===== config.mk =====
export PLATFORM = sky130hd
export DESIGN_NAME = rf_write_scheduler
export DESIGN_NICKNAME = d
export VERILOG_FILES = /design/src/rtl/mips_pkg.sv /design/src/rtl/rf_ll_fifo.sv /design/src/rtl/rf_write_scheduler.sv
export SDC_FILE = /design/constraint.sdc
export NUM_CORES = 1
export LEC_CHECK = 0
export BUFFER_PORTS_ARGS = -buffer_cell sky130_fd_sc_hd__clkbuf_2
export CAP_MARGIN = 20
export CELL_PAD_IN_SITES_DETAIL_PLACEMENT = 2
export CELL_PAD_IN_SITES_GLOBAL_PLACEMENT = 2
export CORE_UTILIZATION = 39
export DETAILED_ROUTE_END_ITERATION = 6
export PLACE_DENSITY_LB_ADDON = 0.15
export REMOVE_ABC_BUFFERS = 1
export SYNTH_ARGS = -nofsm -noshare
export SYNTH_HDL_FRONTEND = slang
export SYNTH_SLANG_ARGS = --single-unit

===== constraint.sdc =====
create_clock -name clk -period 14.55 [get_ports clk]
set_clock_uncertainty 0.1 [all_clocks]
set_input_delay 1.455 -clock clk [delete_from_list [all_inputs] [get_ports clk]]
set_output_delay 1.455 -clock clk [all_outputs]
set_load 0.1 [all_outputs]

===== src/rtl/mips_pkg.sv =====
// Shared register-file constants and the write-request record used by the
// write scheduler and its LL result FIFO.
package mips_pkg;

   localparam int REG_ADDR_W = 5;
   localparam int DATA_W     = 32;
   localparam logic [REG_ADDR_W-1:0] REG_ZERO = 5'd0;

   typedef struct packed {
      logic [REG_ADDR_W-1:0] wreg;
      logic [DATA_W-1:0]     data;
   } wr_req_t;

endpackage


===== src/rtl/rf_ll_fifo.sv =====
// Small synchronous FIFO for LL write requests. Pointers carry one extra bit
// so full and empty are distinguishable; the head is read combinationally.
module rf_ll_fifo
   import mips_pkg::*;
#(
   parameter int DEPTH = 2
) (
   input  logic    clk,
   input  logic    rst,
   input  logic    push,
   input  wr_req_t push_data,
   input  logic    pop,
   output wr_req_t head,
   output logic    full,
   output logic    empty
);

   localparam int AW = $clog2(DEPTH);

   wr_req_t       mem_q [DEPTH];
   logic [AW:0]   wr_ptr_q, wr_ptr_d;
   logic [AW:0]   rd_ptr_q, rd_ptr_d;

   assign empty = (wr_ptr_q == rd_ptr_q);
   assign full  = (wr_ptr_q[AW] != rd_ptr_q[AW]) &&
                  (wr_ptr_q[AW-1:0] == rd_ptr_q[AW-1:0]);
   assign head  = mem_q[rd_ptr_q[AW-1:0]];

   always_comb begin
      wr_ptr_d = wr_ptr_q;
      rd_ptr_d = rd_ptr_q;
      if (push && !full)
         wr_ptr_d = wr_ptr_q + 1'b1;
      if (pop && !empty)
         rd_ptr_d = rd_ptr_q + 1'b1;
   end

   always_ff @(posedge clk) begin
      if (rst) begin
         wr_ptr_q <= '0;
         rd_ptr_q <= '0;
      end else begin
         wr_ptr_q <= wr_ptr_d;
         rd_ptr_q <= rd_ptr_d;
      end
   end

   // Storage has no reset; occupancy is defined by the pointers alone.
   always_ff @(posedge clk) begin
      if (push && !full)
         mem_q[wr_ptr_q[AW-1:0]] <= push_data;
   end

endmodule


===== src/rtl/rf_write_scheduler.sv =====
// Arbitrates the register-file write port between WB (fixed priority) and the
// LL unit, tracking pending LL destinations. RF_WSCHED_ANTISTARVE_EN enables starve_stall.
module rf_write_scheduler
   import mips_pkg::*;
#(
   parameter int FIFO_DEPTH      = 2,
   parameter int MAX_OUTSTANDING = 4,
   parameter int STARVE_LIMIT    = 8,
   localparam int CNT_W          = $clog2(MAX_OUTSTANDING + 1)
) (
   input  logic                  clk,
   input  logic                  rst,
   input  logic                  wb_valid,
   input  logic [REG_ADDR_W-1:0] wb_reg,
   input  logic [DATA_W-1:0]     wb_data,
   input  logic                  ll_valid,
   output logic                  ll_ready,
   input  logic [REG_ADDR_W-1:0] ll_reg,
   input  logic [DATA_W-1:0]     ll_data,
   input  logic                  iss_valid,
   input  logic [REG_ADDR_W-1:0] iss_reg,
   input  logic [REG_ADDR_W-1:0] dec_rs,
   input  logic [REG_ADDR_W-1:0] dec_rt,
   output logic                  hazard_stall,
   output logic [CNT_W-1:0]      pending_cnt,
   output logic                  starve_stall,
   output logic                  rf_reg_write,
   output logic [REG_ADDR_W-1:0] rf_wr_reg,
   output logic [DATA_W-1:0]     rf_wr_data
);

   wr_req_t fifo_head;
   wr_req_t ll_req;
   logic    fifo_full, fifo_empty;
   logic    fifo_push, fifo_pop;
   logic    wb_sel;

   logic [31:0]           pending_q, pending_d;
   logic [CNT_W-1:0]      pend_cnt;
   logic                  rf_reg_write_q, rf_reg_write_d;
   logic [REG_ADDR_W-1:0] rf_wr_reg_q, rf_wr_reg_d;
   logic [DATA_W-1:0]     rf_wr_data_q, rf_wr_data_d;

   // ll_ready reflects occupancy at cycle start; a same-cycle pop does not help.
   assign ll_ready  = !rst && !fifo_full;
   assign fifo_push = ll_valid && ll_ready && (ll_reg != REG_ZERO);
   assign wb_sel    = wb_valid && (wb_reg != REG_ZERO);
   assign fifo_pop  = !rst && !wb_sel && !fifo_empty;
   assign ll_req    = '{wreg: ll_reg, data: ll_data};

   rf_ll_fifo #(
      .DEPTH(FIFO_DEPTH)
   ) u_fifo (
      .clk       (clk),
      .rst       (rst),
      .push      (fifo_push),
      .push_data (ll_req),
      .pop       (fifo_pop),
      .head      (fifo_head),
      .full      (fifo_full),
      .empty     (fifo_empty)
   );

   always_comb begin
      pend_cnt = '0;
      for (int i = 0; i < 32; i++)
         pend_cnt = pend_cnt + CNT_W'(pending_q[i]);
   end
   assign pending_cnt = pend_cnt;

   always_comb begin
      hazard_stall = 1'b0;
      if (!rst) begin
         if (dec_rs != REG_ZERO && pending_q[dec_rs])
            hazard_stall = 1'b1;
         if (dec_rt != REG_ZERO && pending_q[dec_rt])
            hazard_stall = 1'b1;
         if (iss_valid && (pending_q[iss_reg] || pend_cnt == CNT_W'(MAX_OUTSTANDING)))
            hazard_stall = 1'b1;
      end
   end

   // Clear first so that a reservation on the same edge wins.
   always_comb begin
      pending_d = pending_q;
      if (fifo_pop)
         pending_d[fifo_head.wreg] = 1'b0;
      if (iss_valid && iss_reg != REG_ZERO && !hazard_stall)
         pending_d[iss_reg] = 1'b1;
   end

   always_comb begin
      rf_reg_write_d = 1'b0;
      rf_wr_reg_d    = rf_wr_reg_q;
      rf_wr_data_d   = rf_wr_data_q;
      if (wb_sel) begin
         rf_reg_write_d = 1'b1;
         rf_wr_reg_d    = wb_reg;
         rf_wr_data_d   = wb_data;
      end else if (fifo_pop) begin
         rf_reg_write_d = 1'b1;
         rf_wr_reg_d    = fifo_head.wreg;
         rf_wr_data_d   = fifo_head.data;
      end
   end

   always_ff @(posedge clk) begin
      if (rst) begin
         pending_q      <= '0;
         rf_reg_write_q <= 1'b0;
         rf_wr_reg_q    <= '0;
         rf_wr_data_q   <= '0;
      end else begin
         pending_q      <= pending_d;
         rf_reg_write_q <= rf_reg_write_d;
         rf_wr_reg_q    <= rf_wr_reg_d;
         rf_wr_data_q   <= rf_wr_data_d;
      end
   end

   assign rf_reg_write = rf_reg_write_q;
   assign rf_wr_reg    = rf_wr_reg_q;
   assign rf_wr_data   = rf_wr_data_q;

`ifdef RF_WSCHED_ANTISTARVE_EN
   localparam int SW = $clog2(STARVE_LIMIT + 1);

   logic [SW-1:0] starve_cnt_q, starve_cnt_d;
   logic          starve_q, starve_d;
   logic          pop_q, pop_d;

   // starve_stall is released one edge after the head has been written.
   always_comb begin
      pop_d        = fifo_pop;
      starve_cnt_d = starve_cnt_q;
      if (fifo_empty || fifo_pop)
         starve_cnt_d = '0;
      else if (starve_cnt_q != SW'(STARVE_LIMIT))
         starve_cnt_d = starve_cnt_q + 1'b1;
      starve_d = starve_q;
      if (pop_q)
         starve_d = 1'b0;
      else if (starve_cnt_d == SW'(STARVE_LIMIT))
         starve_d = 1'b1;
   end

   always_ff @(posedge clk) begin
      if (rst) begin
         starve_cnt_q <= '0;
         starve_q     <= 1'b0;
         pop_q        <= 1'b0;
      end else begin
         starve_cnt_q <= starve_cnt_d;
         starve_q     <= starve_d;
         pop_q        <= pop_d;
      end
   end

   assign starve_stall = starve_q;
`else
   assign starve_stall = 1'b0;
`endif

endmodule

==> results.md <==
- Status: complete, no violations
- Max-slew headroom: 0.312
- Fraction of registers with async set/reset: 0
- RR Startpoint: pending_q[5]$_SDFF_PP0_
- Fin cells: 1074
- Least-Margin Pin Slew: between 1 and 1.5 ns
- Placed cell count: 1041
- Worst-path clk slew: ~0.07 ns
- VDD IR-drop max: 81.4 uV
- Commonest non-fill, non-tap cell in the layout: clkbuf_2
- Total chip power: ~1.3 mW
- #FFs+latches synth: 149
- Register area: 3720 um^2
- CTS H-tree depth: 4
- Row count: 51
- Area of the multi-input gates: 3590 um^2
- Initial antenna violation count: 0
- DR iter-0 viols: 281
- Clk network pwr share: 0.346
- Placed Area: 8540 um^2
- CTS Root Cell: clkbuf_16
- DP HPWL: 17700 um
- Cell area power density: 139 nW/um^2
- Finished Cell Area: 9150 um^2
- IO Pins: 138
- Nets: 914
- Final Hold Viols: 0
- Antenna diodes: 0
- Worst Hold Class: register to register
- Core Region: approximately 19000 um^2
- First-pass GRT wire length: 37800 um
- Ys flop type: dfxtp_1
- Mean post-synth cell area: between 10 and 15 um^2
- Sequential power share: 0.381
- Setup slack, reg-to-reg: 8.25 ns
- Cells after Synth: 685
- GRT Total Usage: 0.254
- Final period utilization: 0.551
- Switching share of power: 0.366
- Height of the chip: between 100 and 150 um
- DR pass1 iterations: 5
- CP startpoint: pending_q[5]$_SDFF_PP0_
- RePlAce Congestion: 0.966
- Final WL: 24700 um
- CP Data Arrival Time: between 6 and 7 ns
- Distinct cells, synth: 58
- Critical path endpoint category: output port
- Number of synthesized flops with an enable pin: 74
- # clock sinks: between 100 and 150
- Startpoint types: register
- WHS: 0.404 ns
- Buffers inserted by post-CTS timing repair: 0
- TritonCTS clock tree: yes
- Vias in the first global route: 6554
- Max reg flops: 74
- Post-Syn Area: 7700 um^2
- Commonest cells after routing, fill and taps aside: clkbuf_2 (136), nand2_1 (94), dfxtp_1 (74), edfxtp_1 (74), mux2i_1 (67)
- Reg2Reg Depth: 18
- Fin crit period: approximately 8.0 ns
- Yosys warns: 0
- Crit Path Class: register to output port
- Setup TNS: 0 ns
- # setup viols final: 0
- Avg Vias per Cell: 5.62
- Layout fillers: ~2000
- Critical Path End: hazard_stall
- Cell-internal power: 804 uW
- Worst Path Max Fanout: 5
- Max clock buf depth: 2
- Req. time, crit path: approximately 13 ns
- Total die area: 20300 um^2
- CTS hold repair buffers: 0
- Final slew viol count: 0
- Combinational power share: 0.272
- Seq/Total Area, Yosys: 0.483
- Initial Util: 0.397
- Clk_lat worst skew: 0.43 ns
- Pin count of the biggest net entering global routing: 79
- RR Endpoint: pending_q[14]$_SDFF_PP0_
- RSZ-0062 raised after global routing: no
- Die Wd: 143 um
- CTS Buf Count: 17
- Grt ovf: 0
- Min-Delay Path Depth: 1
- Buffers on Ports: 136
- Syn-to-layout area delta: 18.7%
- MaxCap Viol Count: 0
- Per-cell routed wire length: 23.0 um
- Max Freq: 0.125 GHz
- Net Sw Power: 463 uW
- DR DRC count: 0
- Antenna Violating Nets Remaining: 0
- Share of post-route cells with drive strength above 1: 0.268
- LEAKAGE: around 3.4 nW
- Vias: 6036
- Post-CTS Resized: 0
==> metrics by stage <==
step | util | worst slack (ns)
3_3_place_gp | 0.439 | 7.17
4_1_cts | 0.470 | 6.48
6_report | 0.471 | 6.54
2_1_floorplan | - | 5.00
3_5_place_dp | 0.440 | 6.97
5_1_grt | 0.471 | 6.33
==> Yosys cell counts (5+ instances only) <==
| cell type | count | area share |
|---|---|---|
| a21oi_1 | 43 | 0.028 |
| a221oi_1 | 8 | 0.0091 |
| and2_1 | 5 | 0.0041 |
| buf_1 | 5 | 0.0024 |
| buf_2 | 6 | 0.0039 |
| clkbuf_1 | 32 | 0.016 |
| dfxtp_1 | 75 | 0.19 |
| edfxtp_1 | 74 | 0.29 |
| fa_1 | 22 | 0.057 |
| inv_1 | 41 | 0.020 |
| mux2i_1 | 67 | 0.087 |
| mux4_2 | 8 | 0.023 |
| nand2_1 | 94 | 0.046 |
| nand2b_1 | 7 | 0.0057 |
| nand3_1 | 9 | 0.0058 |
| nor2_1 | 19 | 0.0093 |
| nor2b_1 | 7 | 0.0057 |
| nor3_1 | 5 | 0.0032 |
| o211ai_1 | 59 | 0.057 |
| o311ai_0 | 10 | 0.011 |
| o41ai_1 | 9 | 0.010 |
| o41ai_2 | 13 | 0.027 |
| xnor2_1 | 9 | 0.010 |
==> how the worst min path moves through the flow <==
| stage | endpoint | from |
|---|---|---|
| 4_1_cts | pending_q[0]$_SDFF_PP0_ | pending_q[0]$_SDFF_PP0_ |
| 5_1_grt | pending_q[0]$_SDFF_PP0_ | pending_q[0]$_SDFF_PP0_ |
| 3_3_place_gp | pending_q[0]$_SDFF_PP0_ | pending_q[0]$_SDFF_PP0_ |
| 6_report | pending_q[0]$_SDFF_PP0_ | pending_q[0]$_SDFF_PP0_ |
| 2_1_floorplan | pending_q[0]$_SDFF_PP0_ | pending_q[0]$_SDFF_PP0_ |
| 3_5_place_dp | pending_q[0]$_SDFF_PP0_ | pending_q[0]$_SDFF_PP0_ |
==> logic make-up after synthesis <==
logic type / after synthesis / share of synthesized area
adders and majority gates: 24 / 0.0604
xor gates and xnor gates: 13 / 0.0148
buffers and inverters: 92 / 0.0533
DFF: 149 / 0.483
muxes: 79 / 0.116
other: 1 / 0.000487
and+or+nand+nor: 162 / 0.100
AOI/OAI and AO/OA: 165 / 0.171
==> power by group through the flow <==
| stage | logic, mW | clock network (mW) | registers (mW) |
|---|---|---|---|
| after floorplan | 0.134 | 0 | 0.609 |
| after global placement | 0.334 | 0 | 0.490 |
| after detailed placement | 0.344 | 0 | 0.493 |
| after CTS | 0.347 | 0.448 | 0.484 |
| after global routing | 0.366 | 0.466 | 0.486 |
| final | 0.345 | 0.439 | 0.484 |
==> routing by layer <==
metal | vias to the layer above | track usage | part of all wire
li1 | 2763 | - | -
met1 | 3056 | 0.327 | 0.44
met2 | 180 | 0.423 | 0.50
met3 | 37 | 0.0508 | 0.046
met4 | 0 | 0.0917 | 0.021
met5 | - | 0 | 0
==> final cells by class <==
| class | instances | area share |
|---|---|---|
| Clock buffer | 18 | 0.0469 |
| Sequential cell | 149 | 0.407 |
| Clock inverter | 14 | 0.0166 |
| Inverter | 42 | 0.0172 |
| Tap cell | 265 | 0.0363 |
| Timing Repair Buffer | 142 | 0.0829 |
| Multi-Input combinational cell | 444 | 0.393 |
==> critical path, cell delays in order (launching register included) <==
cell and delay [ns]:
dfxtp_1 0.40, inv_1 0.09, fa_1 0.54, inv_1 0.06, fa_1 0.48, fa_1 0.51
fa_1 0.51, fa_1 0.52, inv_1 0.05, fa_1 0.48, inv_1 0.04, ha_1 0.18
fa_1 0.39, xnor2_1 0.20, xnor2_1 0.11, xnor2_1 0.38, nand2_1 0.23, a21bo_1 0.24
a21oi_1 0.15, clkbuf_2 0.48
Power figures use the tool's default switching activity.
